### config.mk
export PLATFORM = sky130hd
export DESIGN_NAME = light_sequencer
export DESIGN_NICKNAME = d
export VERILOG_FILES = /design/src/rtl/light_sequencer.sv
export SDC_FILE = /design/constraint.sdc
export NUM_CORES = 1
export LEC_CHECK = 0
export ABC_AREA = 1
export BUFFER_PORTS_ARGS = -buffer_cell sky130_fd_sc_hd__buf_2
export CAP_MARGIN = 30
export CORE_MARGIN = 2
export CORE_UTILIZATION = 42
export DETAILED_ROUTE_END_ITERATION = 16
export SKIP_LAST_GASP = 1
export SYNTH_ARGS = -nofsm -noshare
export SYNTH_HDL_FRONTEND = slang
export SYNTH_SLANG_ARGS = --single-unit
### constraint.sdc
create_clock -name clk -period 2.1 [get_ports clk]
set_input_delay 0.21 -clock clk [delete_from_list [all_inputs] [get_ports clk]]
set_output_delay 0.21 -clock clk [all_outputs]
set_load 0.05 [all_outputs]
### src/rtl/light_sequencer.sv
`default_nettype none
// ============================================================================
// Module   : light_sequencer
// Brief    : Timed RED/GREEN/YELLOW traffic-light FSM with a latched pedestrian
//            request that shortens GREEN and inserts a WALK phase.
// Revision : 1.0 - initial release
// ============================================================================
module light_sequencer #(
    parameter int C_CLK_FRQ      = 100000000,
    parameter int C_RED_MS       = 4000,
    parameter int C_GREEN_MS     = 5000,
    parameter int C_YELLOW_MS    = 1000,
    parameter int C_WALK_MS      = 3000,
    parameter int C_MIN_GREEN_MS = 2000
) (
    input  logic       clk,
    input  logic       rstb,
    input  logic       inPedestrian,
    output logic [1:0] outSel,
    output logic       outPedAck
);

    localparam int c_presc      = C_CLK_FRQ / 1000;
    localparam int c_max_ab     = (C_RED_MS > C_GREEN_MS) ? C_RED_MS : C_GREEN_MS;
    localparam int c_max_cd     = (C_YELLOW_MS > C_WALK_MS) ? C_YELLOW_MS : C_WALK_MS;
    localparam int c_max_ms     = (c_max_ab > c_max_cd) ? c_max_ab : c_max_cd;
    localparam int c_presc_w    = (c_presc > 1) ? $clog2(c_presc) : 1;
    localparam int c_ms_w       = (c_max_ms > 1) ? $clog2(c_max_ms) : 1;

    localparam logic [c_presc_w-1:0] c_presc_last   = c_presc_w'(c_presc - 1);
    localparam logic [c_ms_w-1:0]    c_red_last     = c_ms_w'(C_RED_MS - 1);
    localparam logic [c_ms_w-1:0]    c_green_last   = c_ms_w'(C_GREEN_MS - 1);
    localparam logic [c_ms_w-1:0]    c_yellow_last  = c_ms_w'(C_YELLOW_MS - 1);
    localparam logic [c_ms_w-1:0]    c_walk_last    = c_ms_w'(C_WALK_MS - 1);
    localparam logic [c_ms_w-1:0]    c_min_grn_last = c_ms_w'(C_MIN_GREEN_MS - 1);

    typedef enum logic [1:0] {
        S_RED    = 2'b00,
        S_GREEN  = 2'b01,
        S_YELLOW = 2'b10,
        S_WALK   = 2'b11
    } state_t;

    state_t               r_state;
    state_t               w_next;
    logic                 w_exit;
    logic                 w_tick;
    logic                 w_rise;
    logic [c_presc_w-1:0] r_prescale;
    logic [c_ms_w-1:0]    r_ms_count;
    logic                 r_pending;
    logic                 r_ped_q;

    assign w_tick    = (r_prescale == c_presc_last);
    assign w_rise    = inPedestrian & ~r_ped_q;
    assign outSel    = r_state;
    assign outPedAck = r_pending;

    always_comb begin
        w_next = r_state;
        w_exit = 1'b0;
        if (w_tick) begin
            case (r_state)
                S_RED: begin
                    if (r_ms_count == c_red_last) begin
                        w_next = S_GREEN;
                        w_exit = 1'b1;
                    end
                end
                S_GREEN: begin
                    // A pending request cuts GREEN once the minimum has elapsed.
                    if ((r_ms_count == c_green_last) ||
                        (r_pending && (r_ms_count >= c_min_grn_last))) begin
                        w_next = S_YELLOW;
                        w_exit = 1'b1;
                    end
                end
                S_YELLOW: begin
                    if (r_ms_count == c_yellow_last) begin
                        w_next = r_pending ? S_WALK : S_RED;
                        w_exit = 1'b1;
                    end
                end
                S_WALK: begin
                    if (r_ms_count == c_walk_last) begin
                        w_next = S_RED;
                        w_exit = 1'b1;
                    end
                end
                default: begin
                    w_next = S_RED;
                    w_exit = 1'b1;
                end
            endcase
        end
    end

    // Edge register resets high so a button held through reset is not a request.
    always_ff @(posedge clk or negedge rstb) begin
        if (!rstb) begin
            r_state    <= S_RED;
            r_prescale <= '0;
            r_ms_count <= '0;
            r_pending  <= 1'b0;
            r_ped_q    <= 1'b1;
        end else begin
            r_ped_q <= inPedestrian;
            r_state <= w_next;

            if (w_exit) begin
                r_prescale <= '0;
                r_ms_count <= '0;
            end else if (w_tick) begin
                r_prescale <= '0;
                r_ms_count <= r_ms_count + c_ms_w'(1);
            end else begin
                r_prescale <= r_prescale + c_presc_w'(1);
            end

            if (w_exit && (w_next == S_WALK)) begin
                r_pending <= 1'b0;
            end else if (w_rise && (r_state != S_WALK)) begin
                r_pending <= 1'b1;
            end
        end
    end

endmodule
`default_nettype wire
==> impl_results.md <==
* Run status: complete, but fails checks
* Failing checks: hold timing
* Setup TNS at 0 ns
* Area of the multi-input gates at 1000 um^2
* Final min period at around 1.9 ns
* Synth Area in Compound Gates at under 10%
* Register area at between 800 and 900 um^2
* Final Non-Filler Cells at between 300 and 400
* N_diodes at 0
* Largest net degree at the start of global routing at 35
* Vias per cell at ~5
* Hold crit path type: input port to async pin
* Actual slew at the worst max-slew pin at 0.737 ns
* Main combinational cell family by area after synthesis: simple AND/OR/NAND/NOR gates
* Final Hold Viols at 33
* # clock sinks at 34
* Area Overhead vs Synth at 11.4%
* Worst-case clock buffer depth at 2
* Async set-reset flop share out of synthesis at 100%
* Final nets at 292
* Hold Buf Count CTS at 0
* Gr ovfl total at 0
* Final setup viols at 0
* Post-Syn Instances at 273
* Die Wd at 73.2 um
* Ranking of synthesized cells by area: dfrtp_1 (41%), nand2_1 (12%), inv_1 (7.8%)
* Number of post-CTS setup repair buffers at 0
* Leak at between 1 and 1.5 nW
* Port bufs at 5
* Rows at 25
* Hpwl dp at between 3 and 4 mm
* Max Fclk at 536 MHz
* CTS tree: built
* Post-synth top flop: dfrtp_1
* Synth Register Bits at 34
* Worst setup SP type: flip-flop
* Cell taking the most area after synthesis: dfrtp_1
* Total core area at roughly 4700 um^2
* Max_cap viols at 0
* CP Data Arrival Time at around 2.0 ns
* Final Wtd Congestion at just over 0.9
* Setup Skew at 0.00419 ns
* Num CTS Buffers at 5
* CTS Root Cell: clkbuf_8
* Top cells by instance count after synthesis: nand2_1 (64), inv_1 (42), nor2_1 (42)
* Chip height at between 70 and 80 um
* Post-Synthesis Cell Area at 2010 um^2
* Filler cells at roughly 450
* Synth Area per Inst at ~7.4 um^2
* Sequential element share of the synthesized area at roughly 42%
* Placed insts at around 330
* Worst-Skew Late Latency at 0.29 ns
* # resized after CTS at 0
* Final period util at around nine tenths
* Required time worst endpoint at between 2 and 2.5 ns
* Worst slew margin at between 50% and 60%
* H-tree levels at 2
* First DRT Iteration DRCs at 94
* Cell variety after synth at 30
* Post-synth EDFFs at 0
* Routed WL per cell at 12.1 um
* Drt drc at 0
* Syn Nets at 278
* Starting Density at between 40% and 50%
* Final Max Slew Viols at 0
* Mux cell area share after synthesis at 0%
* Hold slack at -0.0333 ns
* PwrDens at 527 nW/um^2
* Crit Path Max Fanout at 7
* GRT Total Usage at 17.1%
* Top-count cell post-synth: nand2_1
* Share of layout cells above drive strength 1 at a little over an eighth
* XOR/XNOR Fraction of Synth Area at 4.35%
* Worst-path clk slew at about 0.070 ns
* IR drop worst, VDD at slightly below 0.5 mV
* First-pass GRT wire length at just over 7 mm
* Endpoint type of the worst setup path: flip-flop
* Top-area cell type share of the netlist area at between 40% and 50%
* Die area at approximately 5400 um^2
* Initial DRT Pass Iterations at 4
* Crit Path Category: flip-flop to flip-flop
* Via count at ~1700
* Synth Area in Simple Gates at a little under two fifths
* Adder and majority gate portion of the synthesized area at about 1.2%
* Initial antenna violation count at 0
* WL final at around 4.1 mm
* IO Count at 6
* Vias in the first global route at ~1600
* Ys Warns at 0
* RSZ-0062 raised after global routing: no
* Routed Antenna Nets at 0
[metrics by stage]
| stage | utilization (%) | power, W | hold WS [ns] | setup WS (ns) | area (um^2) |
|---|---|---|---|---|---|
| after floorplan | - | 0.000669 | -0.0856 | 0.367 | 2010 |
| after global placement | 45.3 | 0.000685 | 0.327 | 0.235 | 2110 |
| after detailed placement | 45.3 | 0.000685 | 0.330 | 0.175 | 2110 |
| after CTS | 47.4 | 0.00120 | 0.00834 | 0.174 | 2210 |
| after global routing | 48.1 | 0.00123 | 0.0213 | 0.0139 | 2240 |
| final | 48.1 | 0.00118 | -0.0333 | 0.236 | 2240 |
[area by class of cell]
| type | instances | share of cell area [%] |
|---|---|---|
| Inverter | 45 | 7.65 |
| Clock buffer | 6 | 3.68 |
| Timing Repair inverter | 1 | 0.335 |
| Timing Repair Buffer | 8 | 2.12 |
| Clock inverter | 2 | 0.558 |
| Sequential cell | 34 | 38.0 |
| Tap cell | 54 | 3.01 |
| Multi-Input combinational cell | 192 | 44.6 |
[layout by cell type (no fill, tap or decap), drive strengths merged, types with 2 or more instances in the layout]
cell type,instances
xnor2,2
buf,8
dfrtp,33
ha,2
nor2,49
clkinvlp,2
nand4,10
o21ai,6
nor4,2
inv,45
nor3,12
clkbuf,6
nand3,18
nand2,68
xor2,8
a21oi,7
[registers in the layout (all words and copies together) (netlist names)]
signal	count
r_prescale	17
r_ped_q	1
outSel	2
r_ms_count	13
outPedAck	1
[power by group]
group / internal, W / switching (W) / leakage (nW)
Clock: 0.000263 / 0.000249 / 0.0472
Combinational: 0.00000147 / 0.0000126 / 0.601
Sequential: 0.000656 / 0.000000215 / 0.452
[final timing paths]
check                         startpoint        endpoint  slack, ns  depth (start not counted)
setup / recovery           r_prescale[0]       outPedAck       0.24                         12
hold reg to reg            r_prescale[0]   r_prescale[0]       0.46                          1
hold / removal                      rstb  r_prescale[10]      -0.03                          1
max in group asynchronous           rstb  r_ms_count[12]       1.65                          1
setup reg to reg           r_prescale[0]       outPedAck       0.24                         12
min in group clk            inPedestrian         r_ped_q       0.03                          1
[critical path, stage by stage, from the launching register on]
cell and delay [ns]:
dfrtp_1 0.37, ha_2 0.20, nand2_2 0.07, nor2_4 0.14, nand2_4 0.10, nor2_4 0.13, nand2_4 0.10, inv_1 0.11
nand2_1 0.07, nor2_1 0.12, nand2_2 0.13, nor2_1 0.13, a21oi_1 0.07
[layer usage]
metal	vias to the layer above	wire length [um]	track usage, %
met5	-	0	0
met4	0	68	6.17
met3	8	109	3.31
met2	19	2020	29.4
met1	796	1940	21.2
li1	894	-	-
[cell families (layout without fill, tap and decap cells)]
logic type      after synthesis  count (layout)
fa+ha+maj                     2               2
buf+inv                      47              62
flops                        34              34
compound gates               19              19
simple gates                161             161
xor+xnor                     10              10
No activity file was read; power rests on OpenSTA's default activity.
